## src/rtl/cacheline_burst_adapter.sv

```systemverilog
// cacheline_burst_adapter
//
// Memory-side responder for the cache fill/writeback port. A full-line read
// (allocate) becomes one burst read command plus BURST_LEN collected beats
// assembled into a line. A full-line write (writeback) becomes BURST_LEN
// write beats. Completion is signalled to the cache with a one-cycle dfp_resp.
// Every output is driven straight from a flop.
//
// Ports:
//   clk, rst_n         clock, asynchronous active-low reset
//   dfp_addr_i         cache line address (offset bits ignored)
//   dfp_read_i         line read request, held until dfp_resp_o
//   dfp_write_i        line write request, held until dfp_resp_o
//   dfp_wdata_i        writeback line
//   dfp_rdata_o        last assembled fill line
//   dfp_resp_o         one-cycle completion pulse
//   bmem_addr_o        line-aligned burst address
//   bmem_read_o        burst read command
//   bmem_write_o       write beat valid
//   bmem_wdata_o       write beat data
//   bmem_ready_i       memory accepts command/beat this cycle
//   bmem_rdata_i       read beat data
//   bmem_rvalid_i      read beat valid
//   proto_err_o        sticky: read beat seen outside read collection
module cacheline_burst_adapter #(
    parameter int unsigned BEAT_W    = 64,
    parameter int unsigned BURST_LEN = 4
) (
    input  logic                        clk,
    input  logic                        rst_n,
    input  logic [31:0]                 dfp_addr_i,
    input  logic                        dfp_read_i,
    input  logic                        dfp_write_i,
    input  logic [BEAT_W*BURST_LEN-1:0] dfp_wdata_i,
    output logic [BEAT_W*BURST_LEN-1:0] dfp_rdata_o,
    output logic                        dfp_resp_o,
    output logic [31:0]                 bmem_addr_o,
    output logic                        bmem_read_o,
    output logic                        bmem_write_o,
    output logic [BEAT_W-1:0]           bmem_wdata_o,
    input  logic                        bmem_ready_i,
    input  logic [BEAT_W-1:0]           bmem_rdata_i,
    input  logic                        bmem_rvalid_i,
    output logic                        proto_err_o
);

    localparam int unsigned LINE_W   = BEAT_W * BURST_LEN;
    localparam int unsigned OFFSET_W = $clog2(LINE_W / 8);
    localparam int unsigned CNT_W    = (BURST_LEN > 1) ? $clog2(BURST_LEN) : 1;
    localparam logic [CNT_W-1:0] LAST_BEAT = CNT_W'(BURST_LEN - 1);

    typedef enum logic [2:0] {
        StIdle,
        StRdCmd,
        StRdCollect,
        StWrBurst,
        StResp
    } state_e;

    state_e             state_q, state_d;
    logic [CNT_W-1:0]   beat_q, beat_d;
    logic [LINE_W-1:0]  line_q, line_d;     // shared fill / writeback buffer
    logic [LINE_W-1:0]  rdata_q, rdata_d;
    logic               resp_q, resp_d;
    logic [31:0]        addr_q, addr_d;
    logic               rd_q, rd_d;
    logic               wr_q, wr_d;
    logic [BEAT_W-1:0]  wdata_q, wdata_d;
    logic               err_q, err_d;

    logic [31:0]        cur_base;
    logic [31:0]        nxt_base;
    logic               unused_offset;

    // Offset bits of the request address never reach the memory side.
    assign unused_offset = ^dfp_addr_i[OFFSET_W-1:0];

    assign cur_base = 32'(beat_q) * BEAT_W;
    assign nxt_base = 32'(beat_q + CNT_W'(1)) * BEAT_W;

    always_ff @(posedge clk or negedge rst_n) begin
        if (!rst_n) begin
            state_q <= StIdle;
            beat_q  <= '0;
            line_q  <= '0;
            rdata_q <= '0;
            resp_q  <= 1'b0;
            addr_q  <= '0;
            rd_q    <= 1'b0;
            wr_q    <= 1'b0;
            wdata_q <= '0;
            err_q   <= 1'b0;
        end else begin
            state_q <= state_d;
            beat_q  <= beat_d;
            line_q  <= line_d;
            rdata_q <= rdata_d;
            resp_q  <= resp_d;
            addr_q  <= addr_d;
            rd_q    <= rd_d;
            wr_q    <= wr_d;
            wdata_q <= wdata_d;
            err_q   <= err_d;
        end
    end

    always_comb begin
        state_d = state_q;
        beat_d  = beat_q;
        line_d  = line_q;
        rdata_d = rdata_q;
        resp_d  = 1'b0;
        addr_d  = addr_q;
        rd_d    = rd_q;
        wr_d    = wr_q;
        wdata_d = wdata_q;
        // A beat arriving anywhere but collection is dropped and flagged.
        err_d   = err_q | (bmem_rvalid_i && (state_q != StRdCollect));

        unique case (state_q)
            StIdle: begin
                if (dfp_read_i) begin
                    addr_d  = {dfp_addr_i[31:OFFSET_W], {OFFSET_W{1'b0}}};
                    rd_d    = 1'b1;
                    state_d = StRdCmd;
                end else if (dfp_write_i) begin
                    addr_d  = {dfp_addr_i[31:OFFSET_W], {OFFSET_W{1'b0}}};
                    line_d  = dfp_wdata_i;
                    wdata_d = dfp_wdata_i[BEAT_W-1:0];
                    wr_d    = 1'b1;
                    beat_d  = '0;
                    state_d = StWrBurst;
                end
            end

            StRdCmd: begin
                if (bmem_ready_i) begin
                    rd_d    = 1'b0;
                    beat_d  = '0;
                    state_d = StRdCollect;
                end
            end

            StRdCollect: begin
                if (bmem_rvalid_i) begin
                    line_d[cur_base +: BEAT_W] = bmem_rdata_i;
                    if (beat_q == LAST_BEAT) begin
                        beat_d  = '0;
                        rdata_d = line_d;
                        resp_d  = 1'b1;
                        state_d = StResp;
                    end else begin
                        beat_d = beat_q + CNT_W'(1);
                    end
                end
            end

            StWrBurst: begin
                if (bmem_ready_i) begin
                    if (beat_q == LAST_BEAT) begin
                        wr_d    = 1'b0;
                        beat_d  = '0;
                        resp_d  = 1'b1;
                        state_d = StResp;
                    end else begin
                        beat_d  = beat_q + CNT_W'(1);
                        wdata_d = line_q[nxt_base +: BEAT_W];
                    end
                end
            end

            StResp: begin
                // resp_q is high for this single cycle; requests are not sampled here.
                state_d = StIdle;
            end

            default: begin
                state_d = StIdle;
            end
        endcase
    end

    assign dfp_rdata_o  = rdata_q;
    assign dfp_resp_o   = resp_q;
    assign bmem_addr_o  = addr_q;
    assign bmem_read_o  = rd_q;
    assign bmem_write_o = wr_q;
    assign bmem_wdata_o = wdata_q;
    assign proto_err_o  = err_q;

endmodule
```

## config.mk

```make
export PLATFORM = sky130hd
export DESIGN_NAME = cacheline_burst_adapter
export DESIGN_NICKNAME = d
export VERILOG_FILES = /design/src/rtl/cacheline_burst_adapter.sv
export SDC_FILE = /design/constraint.sdc
export NUM_CORES = 1
export LEC_CHECK = 0
export CORE_AREA = 5 5 275 277
export CTS_BUF_LIST = sky130_fd_sc_hd__clkbuf_16
export DETAILED_ROUTE_END_ITERATION = 16
export DIE_AREA = 0 0 280 282
export GPL_TIMING_DRIVEN = 1
export MAX_ROUTING_LAYER = met4
export PLACE_DENSITY_LB_ADDON = 0.2
export SETUP_SLACK_MARGIN = 0.1
export SLEW_MARGIN = 20
export SYNTH_ARGS = -nofsm -noshare
export SYNTH_HDL_FRONTEND = slang
export SYNTH_SLANG_ARGS = --single-unit
```

## constraint.sdc

```tcl
create_clock -name clk -period 2.3 [get_ports clk]
set_input_delay 0.69 -clock clk [delete_from_list [all_inputs] [get_ports clk]]
set_output_delay 0.69 -clock clk [all_outputs]
set_load 0.05 [all_outputs]
```

# ---- Word level (Yosys, flattened, before mapping)
# Index checks and enable logic that the tools add are counted.
dict set report op_classes {
  addsub 3
  n_eq_ne 14
  n_shift 3
  muxes 38
  bitwise 1
  reduce_logical 15
}
# op count
set op_table {}
lappend op_table {{$mux W256} 3}
lappend op_table {{$pmux W256 S2} 1}
lappend op_table {{$bwmux W256} 1}
lappend op_table {{$mux W64} 4}
lappend op_table {{$shift A64 B34 Y256 const A} 1}
lappend op_table {{$shiftx A256 B10 Y64} 1}
lappend op_table {{$shiftx A64 B34 Y256} 1}
lappend op_table {{$pmux W64 S2} 1}
lappend op_table {{$mux W32} 2}
lappend op_table {{$neg A8 Y34} 1}
lappend op_table {{$mux W3} 6}
lappend op_table {{$ne A2 B2 Y1 const B} 8}
lappend op_table {{$mux W2} 6}
lappend op_table {{$pmux W3 S4} 1}
lappend op_table {{$reduce_and A5 Y1} 2}
lappend op_table {{$mux W1} 9}
lappend op_table {{$pmux W2 S4} 1}
lappend op_table {{$reduce_and A4 Y1} 2}
lappend op_table {{$reduce_bool A2 Y1} 4}
lappend op_table {{$eq A3 B2 Y1 const B} 2}
lappend op_table {{$pmux W1 S2} 3}
lappend op_table {{$reduce_and A3 Y1} 2}
lappend op_table {{$reduce_and A6 Y1} 1}
lappend op_table {{$reduce_bool A4 Y1} 1}
lappend op_table {{10 further kinds} 10}
dict set report totals {
  reg_bits 617
  input_bits 358
  elab_cells 84
}

# ---- Longest topological paths before layout
dict set report depth {
  depth_word 5
  depth_mapped 12
  mapped_depth_nobuf 6
}

# ---- Least setup slack after synthesis
# No wires, ideal clock.
dict set report synth_path {
  kind {reg-to-reg}
  start {register beat_q[1]}
  end {register line_q[195]}
  setup_ns 0.078
  t_arrival_ns 2.463
  required_time_ns 2.222
  setup_slack_ns -0.242
  stages_incl_launch_ff 12
  path_buffers 5
  synth_period_minus_slack_ns 2.542
  path_cell_list {dfrtp_1 -> buf_2 -> buf_2 -> inv_1 -> ha_1 -> and3b_1 -> and2_1 -> buf_2 -> buf_4 -> buf_1 -> a22oi_1 -> o2bb2ai_1}
}
dict set report synth_via {
  elab_chain_len 5
  elab_cells_between_ends 6
  cone_classes {1 x add/sub; 2 x shift; 3 x mux}
}
# element line_no
set synth_rtl {}
lappend synth_rtl {{from (decl)} 61} ;# logic [CNT_W-1:0] beat_q, beat_d;
lappend synth_rtl {{from (signal assigned)} 95} ;# beat_q <= beat_d;
lappend synth_rtl {{$neg A8 Y34 (*)} 146} ;# line_d[cur_base +: BEAT_W] = bmem_rdata_i;
lappend synth_rtl {{$shiftx A64 B34 Y256 / $shift A64 B34 Y256 (equally long branches)} 146}
lappend synth_rtl {{$bwmux W256 (*)} 146}
lappend synth_rtl {{$mux W256 (*)} 145} ;# if (bmem_rvalid_i) begin
lappend synth_rtl {{$pmux W256 S2 (*)} 120} ;# unique case (state_q)
lappend synth_rtl {{to (signal assigned)} 96} ;# line_q <= line_d;
lappend synth_rtl {{to (decl)} 62} ;# logic [LINE_W-1:0] line_q, line_d;
# Mark *: on every way between the ends. The rest lies on a longest branch, timed or not. The select of a mux whose other input is x is not followed.
# A chain may end at the register's enable or synchronous reset.

# ---- Worst setup path after layout
dict set report layout_path {
  start {register rdata_q[23], in the netlist dfp_rdata_o[23]}
  end {output port dfp_rdata_o[23]}
}
# element line_no
set layout_rtl {}
lappend layout_rtl {{from (decl)} 63} ;# logic [LINE_W-1:0] rdata_q, rdata_d;
lappend layout_rtl {{from (signal assigned)} 97} ;# rdata_q <= rdata_d;
lappend layout_rtl {{to (decl)} 35} ;# output logic [BEAT_W*BURST_LEN-1:0] dfp_rdata_o,
# No word-level cell between the ends.

==> impl_metrics.env <==
export IMPL_synth_flop_cell="sky130_fd_sc_hd__dfrtp_1"
export IMPL_cp_buf_inv_count=1
export IMPL_grt_remaining_overflow=0
export IMPL_min_from="dfp_rdata_o[106]"
export IMPL_floorplan_die_area_sq_mm=0.0790
export IMPL_core_area_sq_mm=0.0726
export IMPL_layout_cells_most_common="sky130_fd_sc_hd__dfrtp_1"
export IMPL_floorplan_io_pins=714
export IMPL_place_gp_congestion=0.936
export IMPL_worst_path_largest_cell_delay_ns=0.52
export IMPL_rr_endpoint="line_q[109]"
export IMPL_drv_max_cap_violation_count=0
export IMPL_path_depth=1
export IMPL_grt_max_degree=84
export IMPL_grt_use_total_pct=31.1
export IMPL_layoutNonFillerInstCount=4507
export IMPL_tritoncts_num_buffers=70
export IMPL_ant_nets=0
export IMPL_drt_pass1_iterations=6
export IMPL_slowest_stage="sky130_fd_sc_hd__clkdlybuf4s15_1"
export IMPL_setup_tns_final_ns=0
export IMPL_floorplan_rows=99
export IMPL_dominant_delay_contributor_by_cell_family_on_the_critical_path="buffers and inverters"
export IMPL_fmaxAchievable_ghz=0.460
export IMPL_tightest_slew_ns=0.578
export IMPL_synth_seq_cells=612
export IMPL_portBuffers=703
export IMPL_total_leakage_power_nw=17.0
export IMPL_crit_chain="clkdlybuf4s15_1"
export IMPL_routed_length_per_placed_instance_um=27.7
export IMPL_clock_latency_ns=0.61
export IMPL_average_vias_per_placed_instance=6.09
export IMPL_initial_standard_cell_utilization_of_the_core_pct=39.7
export IMPL_fin_worst_hold_slack_ns=0.479
export IMPL_crit_path_start_kind="flop"
export IMPL_synth_warnings=0
export IMPL_fin_crit_ns=2.17
export IMPL_fin_crit_sh_pct=94.5
export IMPL_run_status="finished clean"
export IMPL_startpoint_of_the_worst_register_to_register_path="beat_q[0]"
export IMPL_vias=27465
export IMPL_cts_tree="yes"
export IMPL_initial_antenna_violation_count=18
export IMPL_avgSynthCellArea_sq_um=10.2
export IMPL_hold_path_depth=2
export IMPL_synth_edff_count=0
export IMPL_layout_skew_ns=0.0277
export IMPL_setup_viol_count_final=0
export IMPL_detail_route_drc_violations=0
export IMPL_final_seq_area_sq_mm=0.0153
export IMPL_path_class="flop to output pin"
export IMPL_design_final_nets=3841
export IMPL_clk_transition_reported_paths_ns=0.06
export IMPL_place_inst=4356
export IMPL_rsz_0062_raised_after_global_routing="yes"
export IMPL_cts_root_buf="sky130_fd_sc_hd__clkbuf_16"
export IMPL_worstSetupEndpointType="output pin"
export IMPL_finalHoldViolations=0
export IMPL_cts_htree_levels=3
export IMPL_sequential_share_of_the_synthesized_area_pct=53.2
export IMPL_syn_inst=2816
export IMPL_final_layout_size_suffix_gt1_share_pct=17.1
export IMPL_postRouteWirelength_mm=125
export IMPL_cts_sinks=612
export IMPL_vdd_drop_max_mv=0.898
export IMPL_grt_pass1_wl_mm=183
export IMPL_synth_cell_area_sq_mm=0.0288
export IMPL_cts_buffer_depth=3
export IMPL_max_slew_margin_pct=61.5
export IMPL_n_fill_cell=6348
export IMPL_power_per_cell_area_mw_per_mm2=1630
export IMPL_layout_cells_most_common_list="sky130_fd_sc_hd__dfrtp_1 (610), sky130_fd_sc_hd__a22oi_1 (423), sky130_fd_sc_hd__clkdlybuf4s50_1 (351)"
export IMPL_r2r_setup_slk_ns=0.16
export IMPL_totalPowerFinal_mw=65.4
export IMPL_worstHoldEndpoint="dfp_rdata_o[106]"
export IMPL_multi_input_comb_area_sq_mm=0.0121
export IMPL_critPathArrivalTime_ns=1.48
export IMPL_dieHeight_um=282
export IMPL_yosys_cell_types_count=49
export IMPL_drtIter0Drc=2979
export IMPL_synthArstFlopShare_pct=100
export IMPL_vias_in_the_first_global_route=28006
export IMPL_final_hpwl_dp_mm=86.0
export IMPL_timing_reg2reg_worst_path_depth=7
export IMPL_critPathRequiredTime_ns=1.61
export IMPL_hold_path_class="flop to flop"
export IMPL_path_max_fanout=2
export IMPL_final_number_of_max_transition_violations=0
export IMPL_areaGrowthSynthToFinish_pct=39.2
export IMPL_die_width_um=280
-- metal layers --
| metal | global-route usage, % | share of wire (%) |
|---|---|---|
| met5 | - | 0 |
| met3 | 7.15 | 9.3 |
| met1 | 37.6 | 38 |
| met4 | 12.1 | 4.2 |
| met2 | 50.8 | 49 |
-- cell usage after synthesis, types with 65 or more instances --
| master | number | area share [%] |
|---|---|---|
| sky130_fd_sc_hd__o21ai_0 | 285 | 5.0 |
| sky130_fd_sc_hd__a22oi_1 | 427 | 11 |
| sky130_fd_sc_hd__dfrtp_1 | 612 | 53 |
| sky130_fd_sc_hd__nand2_1 | 326 | 4.2 |
| sky130_fd_sc_hd__and3_1 | 68 | 1.5 |
| sky130_fd_sc_hd__and2_1 | 66 | 1.4 |
| sky130_fd_sc_hd__a21oi_1 | 77 | 1.3 |
| sky130_fd_sc_hd__inv_1 | 67 | 0.87 |
| sky130_fd_sc_hd__o2bb2ai_1 | 248 | 7.5 |
| sky130_fd_sc_hd__mux2i_1 | 65 | 2.3 |
| sky130_fd_sc_hd__clkbuf_1 | 188 | 2.4 |
| sky130_fd_sc_hd__o21ai_1 | 103 | 1.8 |
| sky130_fd_sc_hd__buf_2 | 80 | 1.4 |
-- layout make-up --
| type | instances | share of cell area, % |
|---|---|---|
| sequential | 612 | 38.2 |
| multi-input combinational | 1845 | 30.2 |
| timing repair buffer | 878 | 22.4 |
| clock buffer | 72 | 4.49 |
| tap | 959 | 2.99 |
| clock inverter | 52 | 0.949 |
| inverter | 70 | 0.668 |
| antenna | 19 | 0.119 |
-- through the flow --
step / cell area, sq um / setup slack [ns] / utilization [%]
after floorplan: 28900 / 0.119 / -
after global placement: 37800 / -0.323 / 52.0
after detailed placement: 37800 / -0.408 / 52.0
after CTS: 40100 / 0.100 / 55.3
after global routing: 40100 / 0.0778 / 55.2
final: 40100 / 0.126 / 55.2
-- what timing repair did --
action | 4_1_cts | 5_1_grt
setup buffers | 3 | 1
pin swaps | 1 | 2
resized for setup | 587 | 65
hold buffers | 1 | 0
endpoints found under the setup margin | 276 | 198
endpoints found under the hold margin | 22 | 0
gates cloned | 1 | 2
-- kinds of logic (layout without fill, tap and decap cells) --
| family | after synthesis | count (layout) | share of synthesized area [%] |
|---|---|---|---|
| muxes | 100 | 100 | 3.63 |
| and+or+nand+nor | 508 | 509 | 8.27 |
| buffers and inverters | 364 | 1072 | 5.42 |
| other | 1 | 24 | 0.0130 |
| adders and majority gates | 6 | 6 | 0.261 |
| DFF | 612 | 612 | 53.2 |
| AOI/OAI and AO/OA | 1225 | 1225 | 29.3 |
-- worst max path at each step --
| stage | startpoint | slack, ns | end |
|---|---|---|---|
| floorplan | beat_q[1] | 0.12 | line_q[77] |
| global placement | dfp_write_i | -0.32 | line_q[69] |
| detailed placement | dfp_write_i | -0.41 | line_q[67] |
| CTS | bmem_wdata_o[21] | 0.10 | bmem_wdata_o[21] |
| global route | beat_q[0] | 0.08 | line_q[83] |
| finish | dfp_rdata_o[23] | 0.13 | dfp_rdata_o[23] |
-- sequential cells by signal (all words and copies together), names as in the netlist --
signal and flops:
bmem_write_o 1, state_q 3, bmem_addr_o 27, line_q 256, dfp_resp_o 1, bmem_read_o 1
beat_q 2, bmem_wdata_o 64, dfp_rdata_o 256, proto_err_o 1
-- worst reg2reg max path, stage by stage (launching register included) --
cell and delay, ns:
sky130_fd_sc_hd__dfrtp_4 0.43, sky130_fd_sc_hd__buf_12 0.27, sky130_fd_sc_hd__ha_1 0.23, sky130_fd_sc_hd__and3_4 0.26, sky130_fd_sc_hd__and2_4 0.28, sky130_fd_sc_hd__buf_4 0.29, sky130_fd_sc_hd__a22oi_1 0.13, sky130_fd_sc_hd__o2bb2ai_1 0.16
-- power by group --
group / switching (mW) / internal (mW)
clock network: 4.63 / 6.24
registers: 3.47 / 15.4
logic: 23.5 / 12.2
(Power assumes the default switching activity.)
